==> src/rtl/instr_fetch_unit.sv <==
// RV32I fetch stage: PC register, single-outstanding imem requester, and a small instruction FIFO toward decode.
// Latency: first instr_valid 2 cycles after reset release with zero-wait memory; sustained rate 1 instr / 2 cycles.
// Backpressure: instr_ready low fills the FIFO, and then imem_req drops until a slot frees; redirect flushes the FIFO and any in-flight word.
//
// Ports:
//   clk, rst                      clock (rising edge) and asynchronous active-high reset
//   imem_req/imem_addr/imem_ready request side of the instruction-memory port (ready/valid)
//   imem_rvalid/imem_rdata        response side; one response per accepted request, at least 1 cycle later
//   redirect_valid/redirect_pc    taken branch/jump from execute; restarts fetch at redirect_pc (word aligned)
//   instr_valid/instr/instr_pc    FIFO head toward decode; NOP and pc 0 when empty
//   instr_ready                   decode consumes the head when instr_valid & instr_ready
module instr_fetch_unit #(
    parameter logic [31:0] RESET_PC  = 32'h0000_0000,
    parameter int          BUF_DEPTH = 2
) (
    input  logic        clk,
    input  logic        rst,
    output logic        imem_req,
    output logic [31:0] imem_addr,
    input  logic        imem_ready,
    input  logic        imem_rvalid,
    input  logic [31:0] imem_rdata,
    input  logic        redirect_valid,
    input  logic [31:0] redirect_pc,
    output logic        instr_valid,
    output logic [31:0] instr,
    output logic [31:0] instr_pc,
    input  logic        instr_ready
);

    localparam int          AW      = $clog2(BUF_DEPTH);
    localparam logic [AW:0] DEPTH_C = (AW + 1)'(BUF_DEPTH);
    localparam logic [31:0] NOP     = 32'h0000_0013;

    typedef enum logic [1:0] {
        S_REQ,
        S_WAIT,
        S_DROP
    } state_t;

    typedef struct packed {
        logic [31:0] pc;
        logic [31:0] word;
    } fetch_ent_t;

    state_t        state_q;
    logic [31:0]   pc_q;
    logic [31:0]   req_pc_q;
    logic [AW-1:0] rd_ptr_q;
    logic [AW-1:0] wr_ptr_q;
    logic [AW:0]   count_q;
    fetch_ent_t    fifo_mem [BUF_DEPTH];
    fetch_ent_t    head_ent;
    fetch_ent_t    push_ent;

    logic not_full;
    logic req_fire;
    logic push;
    logic pop;

    // Requests are only issued when a FIFO slot is guaranteed for the response,
    // so a push can never find the FIFO full. A redirect cycle never issues:
    // the address on the bus would be stale by the time it is accepted.
    assign not_full  = (count_q < DEPTH_C);
    assign imem_req  = ~rst & (state_q == S_REQ) & not_full & ~redirect_valid;
    assign imem_addr = pc_q;
    assign req_fire  = imem_req & imem_ready;

    // Redirect squashes both the returning word and the consumer handshake:
    // everything in the FIFO belongs to the wrong path.
    assign push = (state_q == S_WAIT) & imem_rvalid & ~redirect_valid;
    assign pop  = instr_valid & instr_ready & ~redirect_valid;

    assign push_ent.pc   = req_pc_q;
    assign push_ent.word = imem_rdata;

    assign head_ent    = fifo_mem[rd_ptr_q];
    assign instr_valid = (count_q != '0);
    assign instr       = instr_valid ? head_ent.word : NOP;
    assign instr_pc    = instr_valid ? head_ent.pc : 32'h0;

    // Fetch control: PC, in-flight request PC and request/response tracking.
    always_ff @(posedge clk or posedge rst) begin
        if (rst) begin
            state_q  <= S_REQ;
            pc_q     <= RESET_PC;
            req_pc_q <= 32'h0;
        end else if (redirect_valid) begin
            pc_q <= {redirect_pc[31:2], 2'b00};
            case (state_q)
                // A request is still in flight; its response must be swallowed.
                S_WAIT:  state_q <= imem_rvalid ? S_REQ : S_DROP;
                S_DROP:  state_q <= imem_rvalid ? S_REQ : S_DROP;
                default: state_q <= S_REQ;
            endcase
        end else begin
            case (state_q)
                S_REQ: begin
                    if (req_fire) begin
                        req_pc_q <= pc_q;
                        pc_q     <= pc_q + 32'd4;
                        state_q  <= S_WAIT;
                    end
                end
                S_WAIT: begin
                    if (imem_rvalid) begin
                        state_q <= S_REQ;
                    end
                end
                S_DROP: begin
                    if (imem_rvalid) begin
                        state_q <= S_REQ;
                    end
                end
                default: state_q <= S_REQ;
            endcase
        end
    end

    // FIFO pointers and occupancy; a redirect empties it in one cycle.
    always_ff @(posedge clk or posedge rst) begin
        if (rst) begin
            rd_ptr_q <= '0;
            wr_ptr_q <= '0;
            count_q  <= '0;
        end else if (redirect_valid) begin
            rd_ptr_q <= '0;
            wr_ptr_q <= '0;
            count_q  <= '0;
        end else begin
            if (push) begin
                wr_ptr_q <= wr_ptr_q + AW'(1);
            end
            if (pop) begin
                rd_ptr_q <= rd_ptr_q + AW'(1);
            end
            case ({push, pop})
                2'b10:   count_q <= count_q + 1'b1;
                2'b01:   count_q <= count_q - 1'b1;
                default: count_q <= count_q;
            endcase
        end
    end

    // Storage needs no reset: entries are only visible while count_q covers them.
    always_ff @(posedge clk) begin
        if (push) begin
            fifo_mem[wr_ptr_q] <= push_ent;
        end
    end

endmodule

==> config.mk <==
export PLATFORM = sky130hd
export DESIGN_NAME = instr_fetch_unit
export DESIGN_NICKNAME = d
export VERILOG_FILES = /design/src/rtl/instr_fetch_unit.sv
export SDC_FILE = /design/constraint.sdc
export NUM_CORES = 1
export LEC_CHECK = 0
export ABC_CLOCK_PERIOD_IN_PS = 7100
export BUFFER_PORTS_ARGS = -buffer_cell sky130_fd_sc_hd__buf_2
export CORE_ASPECT_RATIO = 0.9
export CORE_MARGIN = 2
export CORE_UTILIZATION = 54
export CTS_CLUSTER_SIZE = 12
export DETAILED_ROUTE_END_ITERATION = 7
export GPL_ROUTABILITY_DRIVEN = 0
export PLACE_DENSITY_LB_ADDON = 0.12
export SLEW_MARGIN = 40
export SYNTH_ARGS = -nofsm -noshare
export SYNTH_HDL_FRONTEND = slang
export SYNTH_SLANG_ARGS = --single-unit
==> constraint.sdc <==
create_clock -name clk -period 7.1 [get_ports clk]
set_input_delay 1.42 -clock clk [delete_from_list [all_inputs] [get_ports clk]]
set_output_delay 1.42 -clock clk [all_outputs]
set_load 0.01 [all_outputs]
==> run_results.csv <==
group,metric,value,unit
global_routing,grt_pass1_wl,26.15,mm
floorplan,die_w,131.4,um
setup_path,worst_setup_path_start_kind,"input port",
power,sw_frac_of_total,0.2346,
global_routing,grt_util_all_layers,0.2147,
floorplan,rows,41,
detailed_routing,drtIter0Drc,392,
final_layout,fillers,1088,
floorplan,ios,168,
sta,finalHoldViolations,0,
final_layout,layout-area-overhead-vs-synth,20.80,%
sta,rsz0062_at_grt,"false",
power,irDropWorstVdd,0.1850,mV
power,switchingPower,0.5899,mW
setup_path,r2r-start,"state_q[0]",
placed_design,portBuffers,161,
logic_synthesis,ys.flop_type,"edfxtp_1",
sta,relSlewSlack,0.5419,
setup_path,cp_data_arrival_time,2.63,ns
power,p_int,1.924,mW
sta,worst_slew_pin_slew,0.6871,ns
clock_network,cts_resized,0,
final_layout,final_common_cell,"buf_2",
sta,layout_setup_ws,3.050,ns
power,combPwrFrac,0.080,
detailed_routing,wire_per_inst,16.37,um
clock_network,cts.path.max_buffers,2,
worst_hold_path,min_to,"fifo_mem[1][59]",
clock_network,post_cts_buffers,0,
clock_network,clk_pin_slew,0.06,ns
logic_synthesis,synth_seq_cells,190,
sta,post-route-min-period,4.050,ns
outcome,status,"finished clean",
setup_path,r2r_slack,4.39,ns
worst_hold_path,hp-start,"req_pc_q[27]",
sta,holdWs,0.4720,ns
global_routing,grt_overflow_total,0,
global_routing,grt_max_degree,56,
clock_network,clock-root-buffer,"clkbuf_16",
sta,tns,0,ns
power,seq_power_share,0.544,
clock_network,cts_tree,"done",
setup_path,reg2reg_depth,7,
logic_synthesis,synth_enable_flop_cells,124,
logic_synthesis,ys_types,49,
clock_network,cts_num_sinks,190,
detailed_routing,ant_nets,0,
clock_network,clk-insertion-delay-late,0.42,ns
power,p_leak,3.870,nW
final_layout,final_cells,992,
power,power,2.514,mW
sta,fin_worst_skew,0.007437,ns
worst_hold_path,hold_path_depth,0,
detailed_routing,vias,5317,
setup_path,worstReg2RegEnd,"imem_addr[11]",
sta,fmax,0.2469,GHz
detailed_routing,drc,0,
floorplan,dieArea,0.01560,mm2
logic_synthesis,synth_area,0.007894,mm2
final_layout,final_cell_mix,"buf_2 (160), edfxtp_1 (124), nand2_1 (111)",
floorplan,initial_utilization,0.5575,
detailed_routing,firstDrtPassIters,5,
final_layout,fin_nets,858,
placed_design,dp_hpwl,11.08,mm
final_layout,seq_area,0.005379,mm2
final_layout,drive_above_1_share,0.2732,
logic_synthesis,synth_warnings,0,
global_routing,antenna_found_initial,1,
power,clkPwrFrac,0.376,
clock_network,h-tree-depth,4,
logic_synthesis,seq_area_frac_synth,0.6809,
setup_path,worstPathRequired,5.68,ns
worst_hold_path,min_path_type,"register to register",
setup_path,crit_type,"input port to primary output",
setup_path,critPathMaxFanout,47,
run,cap_violations,0,
detailed_routing,routed_wl,16.24,mm
clock_network,cts_hold_buf,0,
clock_network,cts_made_buffers,17,
detailed_routing,viasPerCell,5.360,
final_layout,multi_input_area,0.002355,mm2
sta,period_share,0.5704,
floorplan,core_area,0.01416,mm2
placed_design,placedCellCount,959,
setup_path,cp-end-kind,"primary output",
sta,report.final.slew_viol_count,0,
sta,setup_viol,0,
logic_synthesis,synthArstFlopShare,0.3474,
global_routing,grt_pass1_vias,5124,
logic_synthesis,synth_cells,629,
logic_synthesis,synth.avg_cell_area,12.55,um2
floorplan,chipHeight,118.7,um
power,p_per_area,263.7,mW/mm2
placed_design,post-place-ws,2.886,ns
-- logic make-up after synthesis --
group	after synthesis	synth area share
flip-flops	190	0.6809
multiplexers	65	0.08258
buffers and inverters	50	0.02663
XOR/XNOR	15	0.01664
other	1	0.0004751
AND/OR/NAND/NOR	246	0.1355
adder cells (fa/ha/maj)	3	0.004756
AO/OA/AOI/OAI	59	0.05247
-- through the flow --
stage	util	instance area [um2]
2_1_floorplan	-	7910
3_3_place_gp	0.6267	8874
3_5_place_dp	0.6301	8921
4_1_cts	0.6725	9522
5_1_grt	0.6733	9533
6_report	0.6735	9535
-- synth_stat cells, drive strengths merged, types with 5 or more instances --
library cell / count / area share
nand3: 10 / 0.0063
nor3: 14 / 0.0089
edfxtp: 124 / 0.47
dfrtp: 66 / 0.21
nand4: 8 / 0.0063
xnor2: 9 / 0.010
buf: 12 / 0.0086
a311oi: 5 / 0.0055
nor4: 5 / 0.0048
nand2: 111 / 0.053
clkbuf: 25 / 0.012
a21oi: 7 / 0.0044
nor2: 79 / 0.038
mux2i: 64 / 0.081
inv: 13 / 0.0062
o21ai: 19 / 0.012
xor2: 6 / 0.0067
-- worst max path at each step --
| stage | from | endpoint | slack, ns | cells past startpoint |
|---|---|---|---|---|
| final | redirect_valid | imem_req | 3.05 | 4 |
| after global placement | redirect_valid | imem_req | 2.88 | 4 |
| after global routing | redirect_valid | imem_req | 2.98 | 4 |
| after CTS | redirect_valid | imem_req | 2.88 | 4 |
| after floorplan | redirect_valid | fifo_mem[0][0] | 0.22 | 4 |
| after detailed placement | redirect_valid | imem_req | 2.89 | 4 |
-- sequential cells by signal, summed over array words and instances, names as in the netlist --
name,flops
count_q,2
fifo_mem,124
imem_addr,30
rd_ptr_q,1
req_pc_q,30
state_q,2
wr_ptr_q,1
-- power groups by stage --
stage | Sequential, mW | Clock, mW | Combinational (mW)
after floorplan | 1.37 | 0 | 0.124
after CTS | 1.37 | 0.956 | 0.203
final | 1.37 | 0.946 | 0.201
after global placement | 1.38 | 0 | 0.192
after detailed placement | 1.39 | 0 | 0.202
after global routing | 1.38 | 1.00 | 0.228
-- area by class of cell --
cell class              count  share of cell area
diodes                      1           0.0002624
clock buffers              20             0.04907
clock inverters            12             0.01391
inverters                  13            0.005117
multi-input cells         392              0.2469
flip-flops and latches    190              0.5641
well taps                 193             0.02532
repair buffers            171             0.09526
-- layer usage --
layer,vias up,GRT usage,wire length [um]
li1,2557,-,-
met4,0,0.06318,142
met3,9,0.05019,1017
met5,-,0,0
met1,2564,0.2935,7365
met2,187,0.3462,7712
-- worst max-delay path, stage by stage --
cell	delay [ns]
buf_4	0.25
or4b_4	0.65
inv_1	0.16
buf_2	0.15
Power figures use the tool's default switching activity.
